### src/rtl/fetch_sequencer.sv
// fetch_sequencer
//   Control sequencer for the 64-bit fetch datapath. It resolves B, CBZ and
//   B.cond at decode and drives the branch selectors (uncondBr, brTaken). It
//   also drives the PC and IF/ID enables, applies load-use stalls, squashes
//   wrong-path fetches for FLUSH_CYCLES cycles after a taken branch, holds the
//   NZVC flags, and counts taken branches.
//
// Parameters
//   FLUSH_CYCLES  cycles ifidFlush is held per taken branch (1..4)
//   CNT_W         width of the saturating taken-branch counter
//
// Ports
//   clk, reset                 clock, async active-high reset
//   instrValid                 decode-stage instruction is real
//   isB / isCBZ / isBcond      decoded branch type
//   cond                       B.cond condition field
//   regZero                    CBZ operand is zero
//   flagWrite, aluFlags        EX flag update {N,Z,V,C}
//   stallReq                   load-use hazard (level)
//   haltReq                    halt request
//   pcWrEn, ifidWrEn           PC and IF/ID write enables
//   ifidFlush                  load NOP into IF/ID
//   uncondBr, brTaken          branch target / PC mux selects
//   flags                      registered {N,Z,V,C}
//   takenCount                 saturating count of taken branches
module fetch_sequencer #(
  parameter int FLUSH_CYCLES = 1,
  parameter int CNT_W        = 32
) (
  input  logic             clk,
  input  logic             reset,
  input  logic             instrValid,
  input  logic             isB,
  input  logic             isCBZ,
  input  logic             isBcond,
  input  logic [3:0]       cond,
  input  logic             regZero,
  input  logic             flagWrite,
  input  logic [3:0]       aluFlags,
  input  logic             stallReq,
  input  logic             haltReq,
  output logic             pcWrEn,
  output logic             ifidWrEn,
  output logic             ifidFlush,
  output logic             uncondBr,
  output logic             brTaken,
  output logic [3:0]       flags,
  output logic [CNT_W-1:0] takenCount
);

  typedef enum logic [1:0] {
    RUN   = 2'd0,
    FLUSH = 2'd1,
    HALT  = 2'd2
  } state_t;

  state_t     state;
  logic [2:0] flushCnt;
  logic [3:0] evalFlags;
  logic       condTrue;
  logic       take;
  logic       flagN, flagZ, flagV, flagC;

  // A flag-setting instruction in EX in the same cycle as a B.cond in decode
  // must be seen by that B.cond, so the incoming ALU flags bypass the register.
  assign evalFlags = flagWrite ? aluFlags : flags;
  assign {flagN, flagZ, flagV, flagC} = evalFlags;

  // ARMv8 condition-code evaluation on the (possibly bypassed) flags.
  always_comb begin
    condTrue = 1'b0;
    case (cond)
      4'h0: condTrue = flagZ;
      4'h1: condTrue = ~flagZ;
      4'h2: condTrue = flagC;
      4'h3: condTrue = ~flagC;
      4'h4: condTrue = flagN;
      4'h5: condTrue = ~flagN;
      4'h6: condTrue = flagV;
      4'h7: condTrue = ~flagV;
      4'h8: condTrue = flagC & ~flagZ;
      4'h9: condTrue = ~flagC | flagZ;
      4'hA: condTrue = (flagN == flagV);
      4'hB: condTrue = (flagN != flagV);
      4'hC: condTrue = ~flagZ & (flagN == flagV);
      4'hD: condTrue = flagZ | (flagN != flagV);
      default: condTrue = 1'b1;
    endcase
  end

  assign take = instrValid & (isB | (isCBZ & regZero) | (isBcond & condTrue));

  // Control outputs are decoded from the current state and the decode-stage
  // inputs. While reset is high every output is forced low, so the fetch
  // datapath stays frozen without waiting for a clock edge.
  always_comb begin
    pcWrEn    = 1'b0;
    ifidWrEn  = 1'b0;
    ifidFlush = 1'b0;
    uncondBr  = 1'b0;
    brTaken   = 1'b0;
    if (!reset) begin
      uncondBr = isB;
      case (state)
        RUN: begin
          if (haltReq || stallReq) begin
            pcWrEn   = 1'b0;
            ifidWrEn = 1'b0;
          end else if (take) begin
            brTaken   = 1'b1;
            pcWrEn    = 1'b1;
            ifidWrEn  = 1'b1;
            ifidFlush = 1'b1;
          end else begin
            pcWrEn   = 1'b1;
            ifidWrEn = 1'b1;
          end
        end
        FLUSH: begin
          // A halt arriving mid-flush wins at once; otherwise keep squashing.
          if (!haltReq) begin
            pcWrEn    = 1'b1;
            ifidWrEn  = 1'b1;
            ifidFlush = 1'b1;
          end
        end
        default: begin
          pcWrEn = 1'b0;
        end
      endcase
    end
  end

  // State, flag register, flush countdown and taken-branch counter. The
  // counter only advances when a branch is actually redirected in RUN, and it
  // sticks at all-ones instead of wrapping.
  always_ff @(posedge clk or posedge reset) begin
    if (reset) begin
      state      <= RUN;
      flags      <= 4'b0000;
      flushCnt   <= 3'd0;
      takenCount <= '0;
    end else begin
      if (flagWrite && state != HALT) begin
        flags <= aluFlags;
      end
      case (state)
        RUN: begin
          if (haltReq) begin
            state <= HALT;
          end else if (!stallReq && take) begin
            if (takenCount != {CNT_W{1'b1}}) begin
              takenCount <= takenCount + CNT_W'(1);
            end
            if (FLUSH_CYCLES > 1) begin
              state    <= FLUSH;
              flushCnt <= 3'(FLUSH_CYCLES - 1);
            end
          end
        end
        FLUSH: begin
          if (haltReq) begin
            state    <= HALT;
            flushCnt <= 3'd0;
          end else begin
            flushCnt <= flushCnt - 3'd1;
            if (flushCnt == 3'd1) begin
              state <= RUN;
            end
          end
        end
        default: begin
          state <= HALT;
        end
      endcase
    end
  end

endmodule
### config.mk
export PLATFORM = sky130hd
export DESIGN_NAME = fetch_sequencer
export DESIGN_NICKNAME = d
export VERILOG_FILES = /design/src/rtl/fetch_sequencer.sv
export SDC_FILE = /design/constraint.sdc
export NUM_CORES = 1
export LEC_CHECK = 0
export CORE_MARGIN = 2
export CORE_UTILIZATION = 42
export CTS_CLUSTER_SIZE = 30
export DETAILED_ROUTE_END_ITERATION = 8
export PLACE_DENSITY = 0.75
export SLEW_MARGIN = 10
export SYNTH_ARGS = -nofsm -noshare
export SYNTH_HDL_FRONTEND = slang
export SYNTH_SLANG_ARGS = --single-unit
### constraint.sdc
create_clock -name clk -period 2.15 [get_ports clk]
set_input_delay 0.215 -clock clk [delete_from_list [all_inputs] [get_ports clk]]
set_output_delay 0.215 -clock clk [all_outputs]
set_load 0.05 [all_outputs]
### After elaboration in Yosys (flattened, before gate mapping)

Index checks and enable logic that the tools add are counted.

| word-level totals | value |
|---|---|
| register bits | 41 |
| output and inout bits | 41 |

| cells by class | value |
|---|---|
| add/subtract/negate cells | 2 |
| equal/unequal tests | 21 |
| mux-type cells | 18 |
| bitwise gates (word level) | 14 |
| reduce and logical (&&, ||, !) cells | 8 |

Operators by type and width:

| operator | count |
|---|---|
| $add 32x1->32 const B | 1 |
| $ne 32x32->1 const B | 1 |
| $eq 4x4->1 const B | 6 |
| $eq 4x3->1 const B | 4 |
| $pmux 1 s14 | 1 |
| $mux 1 | 9 |
| $eq 4x2->1 const B | 2 |
| $mux 2 | 3 |
| $and 1x1->1 | 5 |
| $not 1->1 | 5 |
| $eq 4x1->1 const B | 1 |
| $logic_not 4->1 | 1 |
| $mux 4 | 1 |
| $ne 2x2->1 const B | 2 |
| $or 1x1->1 | 4 |
| $pmux 1 s2 | 2 |
| $pmux 2 s2 | 1 |
| $reduce_and 4->1 | 1 |
| $eq 3x1->1 const B | 1 |
| $mux 3 | 1 |
| $ne 3x3->1 const B | 1 |
| $sub 3x1->3 const B | 1 |
| $eq 2x1->1 const B | 1 |
| $logic_and 1x1->1 | 2 |
| other kinds (6) | 6 |

### Logic depth before layout (Yosys ltp)

| logic depth | value |
|---|---|
| depth after elaboration | 11 |
| depth in mapped cells | 9 |

### Worst setup path before layout

Ideal clock, no wire load.

| path | value |
|---|---|
| path type | reg2out |
| from | register flags[0] |
| to | output ifidFlush |
| arrival time | 2.731 ns |
| data required time | 1.935 ns |
| path slack | -0.796 ns |
| stages on the path, launching flop included | 9 |
| buffers on the path | 1 |
| path through | dfrtp_1 -> mux2i_1 -> a221o_1 -> a2111oi_1 -> a41oi_1 -> nand3_1 -> a21oi_1 -> nor2_1 -> buf_4 |

| on the way | value |
|---|---|
| longest elaborated chain between the ends | 11 |
| elaborated cells on any way between the ends | 12 |
| those cells by class | mux: 6; bitwise: 6 |

Ends and longest elaborated chain:

| what | RTL line | RTL |
|---|---|---|
| from (decl) | 47 | `output logic [3:0] flags,` |
| from (signal assigned) | 145 | `flags <= aluFlags;` |
| $mux 4 * | 66 | `assign evalFlags = flagWrite ? aluFlags : flags;` |
| $not 1->1 | 76, 82 |  |
| $or 1x1->1 | 82 | `4'h9: condTrue = ~flagC \| flagZ;` |
| $pmux 1 s14 * | 72 | `case (cond)` |
| $and 1x1->1 * | 91 | `assign take = instrValid & (isB \| (isCBZ & regZero) \| (isBcond & condTrue));` |
| $or 1x1->1 * | 91 |  |
| $and 1x1->1 * | 91 |  |
| $mux 1 * | 109 | `end else if (take) begin` |
| $mux 1 * | 106 | `if (haltReq \|\| stallReq) begin` |
| $pmux 1 s2 * | 104 | `case (state)` |
| $mux 1 * | 102 | `if (!reset) begin` |
| to (decl) | 44 | `output logic ifidFlush,` |

Mark *: on every way between the ends. The rest lies on a longest branch, timed or not.

### Final worst setup path

| path | value |
|---|---|
| from | register flags[1] |
| to | output ifidFlush |

| on the way | value |
|---|---|
| longest elaborated chain between the ends | 11 |
| elaborated cells on any way between the ends | 14 |
| those cells by class | eq/ne: 2; mux: 6; bitwise: 6 |

Ends and longest elaborated chain:

| what | RTL line |
|---|---|
| $mux 4 * | 66 |
| $ne 1x1->1 or $eq 1x1->1 (tied branches) | - |
| $or 1x1->1 or $and 1x1->1 (tied branches) | 86, 85 |
| $pmux 1 s14 * | 72 |
| $and 1x1->1 * | 91 |
| $or 1x1->1 * | 91 |
| $and 1x1->1 * | 91 |
| $mux 1 * | 109 |
| $mux 1 * | 106 |
| $pmux 1 s2 * | 104 |
| $mux 1 * | 102 |

Marks and branches as above.

==> results.toml <==
[grt]
grt_usage = 0.204
antenna_found_initial = 0
grt_pass1_vias = 1817
grt_max_degree = 38
grt_pass1_wl_um = 8310
grt_overflow = 0

[setup_path]
crit_fanout = 3
reg2reg_depth = 9
cp-start-kind = "register"
crit_family = "buffers and inverters"
crit_type = "reg -> out"
r2r-start = "flags[3]"
crit_slowest_cell = "dfrtp_2"
r2r_slack_ns = -0.15
cp.required_ns = 1.93
reg2reg_to = "takenCount[26]"
crit_path_cell_trace = "xnor2_2 -> mux2i_2 -> buf_4 -> o211a_1 -> o21ai_1 -> buf_4 -> nand3_4 -> a21oi_4 -> nor2_4 -> buf_12"
cp.buffers_inverters = 3
crit_top_cell = "buf_4"
slowest_delay_ns = 0.44
worstPathArrival_ns = 2.13
startpoint = "flags[1]"
worstSetupEndpointType = "output port"

[yosys]
yosysUniqueCellTypes = 33
netlist_top_cells_area = "dfrtp_1 46%, xnor2_1 15%, and3_1 4.4%"
syn_avg_cell_area_um2 = 10.9
synth_top_area_share = 0.463
synth_top_area_cell = "dfrtp_1"
yosysWarnings = 0
synthCells = 184
syn_nets = 203
ys_seq_elements = 37
ys_seq_area_frac = 0.463
syn_area_um2 = 2000

[sta]
tightest_slew_ns = 0.529
slew_headroom = 0.646
fin_setup_tns_ns = -3.34
rsz0062_at_grt = "true"
max_freq_mhz = 427
postLayoutSetupSlackWorst_ns = -0.190
finalSetupViolations = 34
finalMaxSlewViolations = 0
clock_skew_ns = 0.0108
fin_crit_sh = 1.09
finalCriticalPeriod_ns = 2.34
hold_viol = 0

[flow_run]
cap_violations = 0

[detailed_routing]
routedWlPerCell_um = 16.3
via_per_inst = 5.47
routed_wl_um = 5460
via_count = 1837
drtIter0Drc = 46
first_pass_iters = 4
drc = 0
ant_nets = 0

[status]
failed_checks = "setup timing"
status = "finished with violations"

[clock_tree]
numCtsBuffers = 5
cts_buffer_depth = 2
cts_tree = "done"
clk-insertion-delay-late_ns = 0.30
clock_sinks = 37
cts.htree.levels = 2
cts-root-buf = "clkbuf_8"
clk_pin_slew_ns = 0.08

[placed_design]
io_buffer_count = 58
dp_hpwl_um = 3670
dpl-instance-area_um2 = 2920
place.gp.congestion = 0.877

[layout]
final_common_cell = "clkdlybuf4s50_1"
syn_to_final_growth_pct = 62.3
drive_above_1_share = 0.355
final_cell_mix = "52 x clkdlybuf4s50_1, 37 x buf_4, 33 x xnor2_1, 26 x dfrtp_2"
fin_area_um2 = 3250
nNetsFinal = 300
diodes = 0

[power]
power_leakage_nw = 1.35
vdd_drop_max_v = 0.000419
power_density_nw_per_um2 = 518

[hold_path]
hold_path_class = "in -> async"

[floorplan]
core_area_um2 = 4660
die_h_um = 73.0
initial_utilization = 0.429
dieArea_um2 = 5330
die-width_um = 73.0
ios = 59
num_rows = 25
[worst min-delay path, cell delays in order]
cell             delay (ns)
clkdlybuf4s50_1        0.45
inv_1                  0.10
buf_4                  0.42
[power breakdown]
part           switching, W  internal, W  total (W)
combinational      0.000160     0.000157   0.000317
clock              0.000265     0.000377   0.000642
sequential        0.0000128     0.000709   0.000722
total              0.000438      0.00124    0.00168
[area by class of cell]
cell class	instances	area, um^2
sequential	37	958
clock inverter	2	37.5
tap	54	67.6
fill	346	1410
clock buffer	6	82.6
multi-input combinational	135	1090
timing repair buffer	99	997
inverter	3	11.3
[layer usage]
metal / track usage / part of all wire / vias up
met4: 0.0844 / 0.023 / 0
met1: 0.263 / 0.45 / 913
li1: - / - / 858
met3: 0.0497 / 0.051 / 8
met5: 0 / 0 / -
met2: 0.328 / 0.47 / 58
[logic make-up (layout without fill, tap and decap cells)]
kind of cell	Yosys count	after routing	share of synthesized area
and+or+nand+nor	80	80	0.240
DFF	37	37	0.463
xor gates and xnor gates	34	34	0.149
buffers and inverters	12	110	0.0381
AOI/OAI and AO/OA	10	10	0.0388
muxes	10	10	0.0657
adders and majority gates	1	1	0.00625
[through the flow]
| stage | hold slack [ns] | power [W] | util | worst slack (ns) | cells |
|---|---|---|---|---|---|
| 3_3_place_gp | 0.470 | 0.000982 | 0.627 | -0.390 | 318 |
| 3_5_place_dp | 0.474 | 0.000987 | 0.627 | -0.470 | 318 |
| 6_report | 0.440 | 0.00168 | 0.697 | -0.190 | 336 |
| 4_1_cts | 0.456 | 0.00164 | 0.670 | -0.152 | 332 |
| 2_1_floorplan | 0.360 | 0.000876 | - | -0.165 | 184 |
| 5_1_grt | 0.492 | 0.00173 | 0.697 | -0.345 | 336 |
[Yosys cell counts]
library cell	instances
o211a_1	1
xnor2_1	34
dfrtp_1	37
a21o_1	1
nand2_1	10
mux2i_1	3
o31ai_1	1
clkbuf_1	2
and4_1	8
buf_4	4
nor2_1	4
and3_1	14
a31oi_1	1
nand2b_1	1
a221o_1	1
nor2b_1	6
a2111oi_1	1
mux2_2	5
o211ai_1	1
and2_1	2
or2_2	1
buf_6	2
ha_1	1
a21oi_1	1
a41oi_1	1
nand4b_4	1
buf_2	1
inv_1	3
nand3_1	17
o21ai_0	1
mux4_2	2
nand4_1	14
nor3_1	2
[what timing repair did]
| action | in CTS | in global routing |
|---|---|---|
| pin swaps | 6 | 9 |
| hold buffers | 0 | 0 |
| cloned | 0 | 2 |
| resized for setup | 7 | 9 |
| setup buffers | 7 | 3 |
| endpoints found under the setup margin | 33 | 34 |
[how the worst max path moves through the flow]
stage                     to  cells past startpoint  slack [ns]
2_1_floorplan      ifidFlush                      8       -0.16
3_3_place_gp       ifidFlush                      9       -0.39
3_5_place_dp   takenCount[1]                      8       -0.47
4_1_cts            ifidFlush                      8       -0.15
5_1_grt            ifidFlush                      8       -0.34
6_report           ifidFlush                     10       -0.19
[state kept, by name (all words and copies together) (netlist names)]
signal	flops
flags	4
state	1
takenCount	32
Note: power is estimated with default switching activity, not from simulation.
